**src/rtl/dlf_pkg.sv**
```systemverilog
`default_nettype none
// ============================================================================
// Module      : dlf_pkg
// Description : Shared types and constants for the digital loop filter MAC
//               sequencer: FSM state encoding, default widths and the
//               power-on loop filter coefficient set.
// Revision    : 1.0  initial release
// ============================================================================
package dlf_pkg;

    localparam int COEF_W_DEFAULT = 21;
    localparam int B_W_DEFAULT    = 13;

    typedef enum logic [1:0] {
        ST_IDLE = 2'd0,
        ST_FF   = 2'd1,
        ST_FB   = 2'd2,
        ST_WB   = 2'd3
    } state_t;

    // Power-on feedforward taps (two's complement, B_W_DEFAULT bits)
    localparam logic [B_W_DEFAULT-1:0] C_B0_RST = 13'h0B66;
    localparam logic [B_W_DEFAULT-1:0] C_B1_RST = 13'h0BD7;
    localparam logic [B_W_DEFAULT-1:0] C_B2_RST = 13'h157A;
    localparam logic [B_W_DEFAULT-1:0] C_B3_RST = 13'h150A;

    // Power-on feedback taps (two's complement, COEF_W_DEFAULT bits)
    localparam logic [COEF_W_DEFAULT-1:0] C_A0_RST = 21'h091DFC;
    localparam logic [COEF_W_DEFAULT-1:0] C_A1_RST = 21'h110794;
    localparam logic [COEF_W_DEFAULT-1:0] C_A2_RST = 21'h066CEC;
    localparam logic [COEF_W_DEFAULT-1:0] C_A3_RST = 21'h1F6D98;

    function automatic logic [B_W_DEFAULT-1:0] b_reset(input logic [1:0] idx);
        case (idx)
            2'd0:    b_reset = C_B0_RST;
            2'd1:    b_reset = C_B1_RST;
            2'd2:    b_reset = C_B2_RST;
            default: b_reset = C_B3_RST;
        endcase
    endfunction

    function automatic logic [COEF_W_DEFAULT-1:0] a_reset(input logic [1:0] idx);
        case (idx)
            2'd0:    a_reset = C_A0_RST;
            2'd1:    a_reset = C_A1_RST;
            2'd2:    a_reset = C_A2_RST;
            default: a_reset = C_A3_RST;
        endcase
    endfunction

endpackage
`default_nettype wire

```
**src/rtl/dlf_coef_bank.sv**
```systemverilog
`default_nettype none
// ============================================================================
// Module      : dlf_coef_bank
// Description : Shadow/active coefficient register pair. Writes always land
//               in the shadow bank; a pending commit copies shadow to active
//               only while the sequencer is idle, so a running frame always
//               sees one consistent coefficient set.
// Revision    : 1.0  initial release
// ============================================================================
module dlf_coef_bank
    import dlf_pkg::*;
#(
    parameter int COEF_W = COEF_W_DEFAULT,
    parameter int B_W    = B_W_DEFAULT
) (
    input  logic              clk,
    input  logic              rst,
    input  logic              we,
    input  logic [2:0]        addr,
    input  logic [COEF_W-1:0] data,
    input  logic              commit_req,
    input  logic              idle,
    input  logic              sel_b,
    input  logic              sel_a,
    input  logic [1:0]        tap,
    output logic              commit_pending,
    output logic [COEF_W-1:0] coef
);

    logic [B_W-1:0]    r_b_shadow [4];
    logic [B_W-1:0]    r_b_active [4];
    logic [COEF_W-1:0] r_a_shadow [4];
    logic [COEF_W-1:0] r_a_active [4];
    logic              r_pending;
    logic              w_do_commit;

    assign w_do_commit    = idle & r_pending;
    assign commit_pending = r_pending;

    // Shadow writes, idle-time commit (forwarding a same-cycle write) and pending flag
    always_ff @(posedge clk) begin
        if (rst) begin
            for (int i = 0; i < 4; i++) begin
                r_b_shadow[i] <= B_W'(b_reset(2'(i)));
                r_b_active[i] <= B_W'(b_reset(2'(i)));
                r_a_shadow[i] <= COEF_W'(a_reset(2'(i)));
                r_a_active[i] <= COEF_W'(a_reset(2'(i)));
            end
            r_pending <= 1'b0;
        end else begin
            if (we) begin
                if (addr[2]) begin
                    r_a_shadow[addr[1:0]] <= data;
                end else begin
                    r_b_shadow[addr[1:0]] <= data[B_W-1:0];
                end
            end
            if (w_do_commit) begin
                for (int i = 0; i < 4; i++) begin
                    r_b_active[i] <= (we && !addr[2] && (addr[1:0] == 2'(i)))
                                     ? data[B_W-1:0] : r_b_shadow[i];
                    r_a_active[i] <= (we && addr[2] && (addr[1:0] == 2'(i)))
                                     ? data : r_a_shadow[i];
                end
            end
            r_pending <= commit_req | (r_pending & ~w_do_commit);
        end
    end

    // Present the active tap: sign-extended b in feedforward, a in feedback, else zero
    always_comb begin
        coef = '0;
        if (sel_b) begin
            coef = {{(COEF_W-B_W){r_b_active[tap][B_W-1]}}, r_b_active[tap]};
        end else if (sel_a) begin
            coef = r_a_active[tap];
        end
    end

endmodule
`default_nettype wire

```
**src/rtl/dlf_mac_sequencer.sv**
```systemverilog
`default_nettype none
// ============================================================================
// Module      : dlf_mac_sequencer
// Description : Sequences one loop filter update per accepted sample: four
//               feedforward MAC cycles over x history, four feedback MAC
//               cycles over y history, then one write-back cycle.
// Revision    : 1.0  initial release
// ============================================================================
module dlf_mac_sequencer
    import dlf_pkg::*;
#(
    parameter int COEF_W = COEF_W_DEFAULT,
    parameter int B_W    = B_W_DEFAULT
) (
    input  logic              clk,
    input  logic              rstn,
    input  logic              in_valid,
    input  logic              in_data,
    output logic              in_ready,
    input  logic              cfg_we,
    input  logic [2:0]        cfg_addr,
    input  logic [COEF_W-1:0] cfg_data,
    input  logic              cfg_commit,
    input  logic              ovr_clr,
    output logic              mac_clr,
    output logic              mac_en,
    output logic              mac_src,
    output logic              wb_en,
    output logic [1:0]        tap_idx,
    output logic [COEF_W-1:0] coef_out,
    output logic              x_new,
    output logic              out_valid,
    output logic              busy,
    output logic              overrun,
    output logic              commit_pending
);

    state_t     r_state;
    logic [1:0] r_tap;
    logic       r_mac_en;
    logic       r_mac_clr;
    logic       r_mac_src;
    logic       r_wb_en;
    logic       r_out_valid;
    logic       r_x_new;
    logic       r_overrun;
    logic       w_idle;
    logic       w_accept;
    logic       w_commit_pending;

    assign w_idle   = (r_state == ST_IDLE);
    assign in_ready = w_idle & ~w_commit_pending;
    assign busy     = ~in_ready;
    assign w_accept = in_valid & in_ready;

    dlf_coef_bank #(
        .COEF_W (COEF_W),
        .B_W    (B_W)
    ) u_coef_bank (
        .clk            (clk),
        .rst            (rstn),
        .we             (cfg_we),
        .addr           (cfg_addr),
        .data           (cfg_data),
        .commit_req     (cfg_commit),
        .idle           (w_idle),
        .sel_b          (r_state == ST_FF),
        .sel_a          (r_state == ST_FB),
        .tap            (r_tap),
        .commit_pending (w_commit_pending),
        .coef           (coef_out)
    );

    // Frame sequencer with registered strobes and sticky overrun
    always_ff @(posedge clk) begin
        if (rstn) begin
            r_state     <= ST_IDLE;
            r_tap       <= 2'd0;
            r_mac_en    <= 1'b0;
            r_mac_clr   <= 1'b0;
            r_mac_src   <= 1'b0;
            r_wb_en     <= 1'b0;
            r_out_valid <= 1'b0;
            r_x_new     <= 1'b0;
            r_overrun   <= 1'b0;
        end else begin
            r_mac_clr   <= 1'b0;
            r_wb_en     <= 1'b0;
            r_out_valid <= 1'b0;
            case (r_state)
                ST_IDLE: begin
                    if (w_accept) begin
                        r_state   <= ST_FF;
                        r_tap     <= 2'd0;
                        r_mac_en  <= 1'b1;
                        r_mac_clr <= 1'b1;
                        r_mac_src <= 1'b0;
                        r_x_new   <= in_data;
                    end
                end
                ST_FF: begin
                    if (r_tap == 2'd3) begin
                        r_state   <= ST_FB;
                        r_tap     <= 2'd0;
                        r_mac_src <= 1'b1;
                    end else begin
                        r_tap <= r_tap + 2'd1;
                    end
                end
                ST_FB: begin
                    if (r_tap == 2'd3) begin
                        r_state     <= ST_WB;
                        r_tap       <= 2'd0;
                        r_mac_en    <= 1'b0;
                        r_mac_src   <= 1'b0;
                        r_wb_en     <= 1'b1;
                        r_out_valid <= 1'b1;
                    end else begin
                        r_tap <= r_tap + 2'd1;
                    end
                end
                ST_WB: begin
                    r_state <= ST_IDLE;
                end
                default: begin
                    r_state <= ST_IDLE;
                end
            endcase
            // A strobe that cannot be taken outranks a same-cycle clear
            if (in_valid && !in_ready) begin
                r_overrun <= 1'b1;
            end else if (ovr_clr) begin
                r_overrun <= 1'b0;
            end
        end
    end

    assign mac_en         = r_mac_en;
    assign mac_clr        = r_mac_clr;
    assign mac_src        = r_mac_src;
    assign wb_en          = r_wb_en;
    assign out_valid      = r_out_valid;
    assign tap_idx        = r_tap;
    assign x_new          = r_x_new;
    assign overrun        = r_overrun;
    assign commit_pending = w_commit_pending;

endmodule
`default_nettype wire

```
**config.mk**
```make
export PLATFORM = sky130hd
export DESIGN_NAME = dlf_mac_sequencer
export DESIGN_NICKNAME = d
export VERILOG_FILES = /design/src/rtl/dlf_pkg.sv /design/src/rtl/dlf_coef_bank.sv /design/src/rtl/dlf_mac_sequencer.sv
export SDC_FILE = /design/constraint.sdc
export NUM_CORES = 1
export LEC_CHECK = 0
export CELL_PAD_IN_SITES_DETAIL_PLACEMENT = 1
export CELL_PAD_IN_SITES_GLOBAL_PLACEMENT = 2
export CORE_ASPECT_RATIO = 1.25
export CORE_MARGIN = 4
export CORE_UTILIZATION = 30
export DETAILED_ROUTE_END_ITERATION = 10
export PLACE_DENSITY_LB_ADDON = 0.1
export SYNTH_ARGS = -nofsm -noshare
export SYNTH_HDL_FRONTEND = slang
export SYNTH_SLANG_ARGS = --single-unit
```
**constraint.sdc**
```tcl
create_clock -name clk -period 5.5 [get_ports clk]
set_clock_uncertainty 0.2 [all_clocks]
set_input_delay 1.1 -clock clk [delete_from_list [all_inputs] [get_ports clk]]
set_output_delay 1.1 -clock clk [all_outputs]
set_load 0.005 [all_outputs]
```
; ---- Word-level counts from Yosys, hierarchy flattened
; Memory sizes are Yosys's and may differ from the RTL's. A register that Yosys moved wholly into a read port is not among the register bits.
; Cells that the tools add are included.
[totals]
reg_bits = 11
latch_bits = 0
ram_bits = 272
rom_bits = 0
in_bits = 31
out_inout_bits = 33
wordCells = 137
mem_count = 4
[mem_list]
columns = name, depth, word_bits, read_ports, rd_ports_with_merged_regs, write_ports, line_no
row1 = u_coef_bank.r_a_active, 4, 21, 1, 1, 4, dlf_coef_bank.sv:33  ; logic [COEF_W-1:0] r_a_active [4];
row2 = u_coef_bank.r_a_shadow, 4, 21, 4, 0, 4, dlf_coef_bank.sv:32  ; logic [COEF_W-1:0] r_a_shadow [4];
row3 = u_coef_bank.r_b_active, 4, 13, 1, 1, 4, dlf_coef_bank.sv:31  ; logic [B_W-1:0] r_b_active [4];
row4 = u_coef_bank.r_b_shadow, 4, 13, 4, 0, 4, dlf_coef_bank.sv:30  ; logic [B_W-1:0] r_b_shadow [4];
[op_classes]
add_sub_neg = 1
multipliers = 0
n_div = 0
magnitude_cmp = 0
n_eq_ne = 10
shift = 0
n_mux = 66
bitwise_logic = 18
n_reduce_logical = 29
[op_table]
columns = op, n
row1 = 21-bit two-way mux, 15
row2 = 13-bit two-way mux, 13
row3 = 1-bit two-way mux, 23
row4 = 2-bit two-way mux, 11
row5 = 21-bit OR reduction, 1
row6 = 13-bit OR reduction, 1
row7 = 1-bit logical AND, 11
row8 = 2-bit == test (second input constant), 5
row9 = 1-bit OR, 9
row10 = 2-bit case mux with 4 select lines, 1
row11 = 2-bit != test (second input constant), 3
row12 = 3-bit AND reduction, 2
row13 = 2-bit nonzero test, 3
row14 = 2-bit OR reduction, 3
row15 = 1-bit NOT, 5
row16 = 1-bit bitwise AND, 4
row17 = 2-bit by 1-bit == test with 1-bit output (second input constant), 2
row18 = 2-bit logical NOT, 2
row19 = 2-bit case mux with 2 select lines, 1
row20 = 2-bit AND reduction, 2
row21 = 4-bit AND reduction, 1
row22 = 1-bit case mux with 3 select lines, 1
row23 = 3-bit nonzero test, 1
row24 = 2-bit by 1-bit adder with 2-bit output (second input constant), 1
row25 = other kinds (2), 3

; ---- Logic depth before layout (Yosys ltp)
; Gate-level depths: netlist (run 1).
[depth]
word_depth = 7
ltp_mapped = 7
mapped_depth_nobuf = 7

; ---- Modules after synthesis
; From an unflattened synthesis (run 1), not the netlist that was laid out.
[unflattened]
hier_cells = 1117
hier_area_um2 = 13020.0
[by_module_without_submodules]
columns = module, instances, cells_per_inst, area_each_um2, seq_area_each_um2
row1 = dlf_coef_bank, 1, 1060, 12500.7, 8187.9
row2 = dlf_mac_sequencer, 1, 57, 519.2, 200.2

; ---- Worst setup path after synthesis (run 1)
; Ideal clock, no wire load.
[synth_path]
path_type = input port to flip-flop
from = in rstn
to = mem u_coef_bank.r_a_active[0][0] (netlist name), enable pin
setup_ns = 0.519
arrival_ns = 4.626
t_required_ns = 4.781
setup_slack_ns = 0.155
stages = 2
path_cell_list = clkbuf_1 > nand2b_1
[synth_lines]
columns = element, line_no
row1 = from (decl), dlf_mac_sequencer.sv:16  ; input logic rstn,
row2 = to (decl), dlf_coef_bank.sv:33

==> impl_results.md, run 1 <==
* Num CTS Buffers at 34
* CP max stage cell: dfxtp_2
* Mapped Cells at 1070
* Share of cells above drive strength 1 at 0.120
* Critical R2R Capture: u_coef_bank.r_b_active[3][8]
* Crit path required time at 4.20 ns
* DRC violations left at 0
* Layout area overhead at 16.7%
* Starting Density at 0.305
* H-Tree Depth at 2
* Slew margin rel. at 0.108
* Die Y at 240 µm
* Max Transition Viols Final at 0
* Prevailing post-synth register cell: edfxtp_1
* Post-Route WL at 41100 µm
* Chip width at 193 µm
* Post-Syn Area at 12900 µm²
* Worst Path Buf+Inv at 2
* Final min period at 4.35 ns
* Unrepaired setup endpoints after global routing: false
* Post-DRT Antenna Nets at 0
* Crit end category: output port
* Peak fanout along the critical path at 20
* Synthesized Nets at 1107
* Crit Path Category: reg2out
* Status: complete, no violations
* Wire length of the first global-routing pass at 61700 µm
* # fillers at 4556
* CTS tree: done
* Critical Path AT at 3.05 ns
* Vias per std cell at 4.95
* GR Overflow Total at 0
* Critical Path Sink: coef_out[6]
* Clk root buf: clkbuf_16
* Hold Vio Cnt, Final at 0
* Async S/R FF share, synth at 0
* Leak at 5.04 nW
* Delay-heaviest family, CP: flip-flops
* Die ar. at 46300 µm²
* GRT Total Usage at 0.178
* Total setup buffers inserted after CTS at 0
* Largest net degree at the start of global routing at 67
* CP peak stage delay at 0.90 ns
* Count of warnings emitted by yosys at 0
* Port-buffer cells at 63
* GPL Wtd Cong at 0.728
* Area contributors post-synth: edfxtp_1, nand2_1, mux4_2
* Initial antenna violation count at 0
* I/O pin count at 64
* Worst R2R Path Depth at 6
* CTS max path bufs at 3
* CP cell instances: buf_4, mux4_2, a22o_1, clkdlybuf4s50_1
* Post-Syn Area per Cell at 12.0 µm²
* Sequential area share after synthesis at 0.655
* Levels on crit path at 4
* Top-area cell type share of the netlist area at 0.635
* Most common cell in the synthesized netlist: nand2_1
* Number of register bits inferred by synthesis at 285
* Drt pass-1 iters at 4
* Post-CTS Resized at 0
* Design Power at 5.87 mW
* Post-DP HPWL at 25500 µm
* CTS Sinks at 285
* Wire per inst at 24.2 µm
* Flip-flop and latch area at 8430 µm²
* Clk slew on worst S/H paths at 0.05 ns
* Multi-input gate area at 4040 µm²
* Row cnt at 84
* Final #Nets at 1150
* Commonest cells in the netlist: nand2_1, edfxtp_1, nand3_1
* Max cap viols at 0
* Final setup viols at 0
* Peak supply drop at 0.000185 V
* Highest clock rate at 0.230 GHz
* Reg2Reg Launch Point: r_state[1]
* Post-synth EDFFs at 272
* TNS Setup at 0 ns
* Period utilization at 0.791
* Drt first-iter violations at 540
* Core ar. at 42300 µm²
* Number of global-route vias before repair at 8969
* Worst skew pair latency at 0.52 ns
* Dominant cell type by area after synthesis: edfxtp_1
* Worst slew pin tran at 1.34 ns
* Hold buffers post-CTS at 0
* Worst Hold Class: reg2reg
* PwrDens at 391 nW/µm²
* Reg2Reg Setup Slack at 2.53 ns
* Via count at 8398
* Crit start category: flop
* Distinct cell type count after synthesis at 37
==> worst min path at each step <==
stage,from,to,cells after the start
after global routing,x_new,x_new,2
after global placement,x_new,x_new,2
final,x_new,x_new,2
after floorplan,x_new,x_new,2
after detailed placement,x_new,x_new,2
after CTS,x_new,x_new,2
==> report_power, final <==
| part | switching [mW] | leakage [nW] | internal (mW) |
|---|---|---|---|
| Clock | 0.870 | 0.468 | 1.16 |
| Sequential | 0.118 | 2.66 | 2.63 |
| Combinational | 0.606 | 1.92 | 0.484 |
==> sequential cells by signal, indices dropped and copies added, names as in the netlist, 2 cells and up, named ones only <==
| name | flops |
|---|---|
| r_state | 2 |
| u_coef_bank.r_a_active | 84 |
| u_coef_bank.r_b_active | 52 |
| tap_idx | 2 |
| u_coef_bank.r_b_shadow | 52 |
| u_coef_bank.r_a_shadow | 84 |
==> worst register-to-register path, stage by stage, from the launching register on <==
cell,delay (ns)
dfxtp_1,0.34
inv_1,0.11
ha_1,0.29
nand2_1,0.20
nor2_4,0.95
buf_4,0.43
nand3_1,0.17
==> kinds of logic (layout without fill, tap and decap cells) <==
kind of cell    after synthesis  count (layout)  share of synthesized area
buf+inv                      91             156                     0.0334
flops                       285             285                      0.655
other cells                   0               1                          0
simple gates                565             565                      0.206
fa+ha+maj                     6               6                    0.00583
compound gates               87              87                     0.0390
mux                          36              36                     0.0611
==> layout by cell type, fill, tap and decap left out, drive strengths merged, types with 11 or more instances in the layout <==
cell           instances
clkdlybuf4s50         62
a22o                  12
clkbuf                46
edfxtp               272
and3                  24
dfxtp                 13
nand3                 78
nand2b                32
mux4                  34
or2                   18
or3                   30
nor2                  24
and2                  38
clkinv                11
a21oi                 68
buf                   29
nand2                309
==> area by class of cell <==
type / count / share of cell area
clock buffer: 46 / 0.0611
antenna: 1 / 0.000167
clock inverter: 12 / 0.00342
multi-input combinational: 694 / 0.269
tap: 559 / 0.0466
sequential: 285 / 0.562
inverter: 7 / 0.00175
timing repair buffer: 91 / 0.0565
==> layer usage <==
layer / share of wire / global-route usage
met1: 0.44 / 0.229
met2: 0.52 / 0.321
met3: 0.027 / 0.0227
met4: 0.020 / 0.0436
met5: 0 / 0
==> stage by stage <==
step	worst slack [ns]	instance area, µm²	hold WS (ns)	instances	util
finish	1.15	15000	0.259	1695	0.355
global route	0.905	15000	0.282	1694	0.355
CTS	0.993	15000	0.265	1694	0.355
detailed placement	1.24	14000	0.258	1636	0.332
global placement	1.34	14000	0.257	1636	0.332
floorplan	0.155	12900	0.253	1070	-
No activity file was read; power rests on OpenSTA's default activity.
==> run 2, diff against run 1 <==
clock period = 4.25 ns   (was 5.5 ns; I/O delays follow)
==> impl_results.md, run 2 (same netlist as run 1, synthesis figures left out) <==
* Status: complete, no violations
* DRC violations left at 0 (unchanged)
* Reg2Reg Launch Point: r_state[1]
* Total setup buffers inserted after CTS at 0 (unchanged)
* Setup WS post-layout at 0.374 ns (-0.773 ns)
* Drt pass-1 iters at 4 (unchanged)
* Via count at 8435 (+0.44%)
* Cells after DPL at 1659 (+1.4%)
* GR Overflow Total at 0 (unchanged)
* Hold Vio Cnt, Final at 0 (unchanged)
* Critical Path AT at 2.83 ns (-0.22 ns)
* Reg2Reg Setup Slack at 1.55 ns (-0.98 ns)
* Die Y at 240 µm (unchanged)
* Max Transition Viols Final at 0 (unchanged)
* Row cnt at 84 (unchanged)
* Share of cells above drive strength 1 at 0.141 (+0.0211)
* CTS max path bufs at 3 (unchanged)
* Peak supply drop at 0.000274 V (+49%)
* Wire length of the first global-routing pass at 61600 µm (-0.21%)
* CTS tree: done
* Initial antenna violation count at 1 (+1)
* GRT Total Usage at 0.178 (+0.000291)
* Largest net degree at the start of global routing at 47 (-30%)
* Worst R2R Path Depth at 6 (unchanged)
* Vias per std cell at 4.92 (-0.79%)
* Wire per inst at 24.2 µm (-0.25%)
* PwrDens at 509 nW/µm² (+30%)
* Ant. Diodes at 0 (-1)
* Crit Path Category: reg2out
* Drt first-iter violations at 519 (-3.9%)
* Setup Slack @ Placement at 0.704 ns (-0.536 ns)
* Number of global-route vias before repair at 8906 (-0.70%)
* Final Util at 0.361 (+0.00586)
* Max cap viols at 0 (unchanged)
* Starting Density at 0.305 (unchanged)
* Final min period at 3.88 ns
* HP Start: x_new
* CP cell instances: buf_4, mux4_2, a22o_1, clkdlybuf4s50_1
* Highest clock rate at 0.258 GHz
* Hold Path Stages at 2 (unchanged)
* Num CTS Buffers at 35 (+2.9%)
* Min-Delay Endpoint: x_new
* Crit path required time at 3.20 ns (-1.00 ns)
* Leak at 5.19 nW (+2.9%)
* Post-DP HPWL at 26800 µm (+5.2%)
* Worst skew pair latency at 0.51 ns (about the same)
* Non-filler cells, final at 1716 (+1.2%)
* Crit start category: flop
* Worst Hold Class: reg2reg
* Final hold slack at 0.263 ns (+0.00422 ns)
* CP max stage cell: dfxtp_2
* CTS Sinks at 285 (unchanged)
* Commonest non-fill, non-tap cell in the layout: nand2_1
* H-Tree Depth at 2 (unchanged)
* Peak fanout along the critical path at 11 (-45%)
* CP peak stage delay at 0.71 ns (-0.19 ns)
* Slew margin rel. at 0.358 (+0.250)
* Layout area overhead at 18.6%
* TNS Setup at 0 ns (unchanged)
* Chip width at 193 µm (unchanged)
* Most frequent cells in the layout: nand2_1, edfxtp_1, nand3_1
* Die ar. at 46300 µm² (unchanged)
* Period utilization at 0.912
* Largest regs: u_coef_bank.r_a_active (84), u_coef_bank.r_a_shadow (84)
* Clk slew on worst S/H paths at 0.06 ns (about the same)
* Core ar. at 42300 µm² (unchanged)
* Critical R2R Capture: u_coef_bank.r_a_active[3][18]
* Hold buffers post-CTS at 0 (unchanged)
* Post-CTS Resized at 0 (unchanged)
* Clk root buf: clkbuf_16
* Worst slew pin tran at 0.963 ns (-0.375 ns)
* Crit end category: output port
* Final #Nets at 1174 (+2.1%)
* GPL Wtd Cong at 0.733 (+0.77%)
* Post-Route WL at 41500 µm (+0.99%)
* Post-DRT Antenna Nets at 0 (unchanged)
* I/O pin count at 64 (unchanged)
* Final setup viols at 0 (unchanged)
* Unrepaired setup endpoints after global routing: false
* Port-buffer cells at 63 (unchanged)
run 2: cell types whose count changed in the layout (fill, tap and decap cells not counted), sizes merged:
cell	delta
clkbuf	+4
clkinv	-6
buf	+23
diode	-1
clkinvlp	+1
run 2: how the worst max path moves through the flow:
stage / cells after the start / to / slack [ns] / startpoint
2_1_floorplan: 2 / u_coef_bank.r_a_active[0][0] / 0.77 / rstn
5_1_grt: 4 / coef_out[11] / 0.25 / flop
3_3_place_gp: 4 / u_coef_bank.r_b_shadow[1][9] / 0.76 / cfg_addr[0]
4_1_cts: 4 / coef_out[11] / 0.30 / flop
3_5_place_dp: 4 / u_coef_bank.r_b_shadow[1][4] / 0.70 / cfg_addr[0]
6_report: 4 / coef_out[11] / 0.37 / flop
run 2: routing by layer:
layer	vias to the layer above	wire (µm)	global-route usage
met5	-	0	0
met4	0	645	0.0358
met3	45	950	0.0210
met2	114	21800	0.329
met1	4360	18100	0.228
li1	3916	-	-
run 2: power by group:
part           switching, mW  internal (mW)
registers              0.129           3.40
clock network           1.15           1.60
logic                  0.818          0.664
run 2: critical path: cells and delay by family, from the launching register on:
kind                   cells  cell delay (ns)
buffers and inverters      2             0.82
DFF                        1             0.71
muxes                      1             0.53
AOI/OAI and AO/OA          1             0.24
run 2: area by class of cell:
cell class | instances | area (µm²)
clock buffer | 50 | 985
clock inverter | 7 | 36.3
fill | 4524 | 27000
inverter | 7 | 26.3
multi-input combinational | 694 | 4040
sequential | 285 | 8430
tap | 559 | 699
timing repair buffer | 114 | 1050
run 2: stage by stage:
stage	area, µm²	power (mW)
finish	15300	7.76
global placement	14200	5.10
CTS	15300	7.90
floorplan	12900	4.36
global route	15300	8.12
detailed placement	14200	5.12
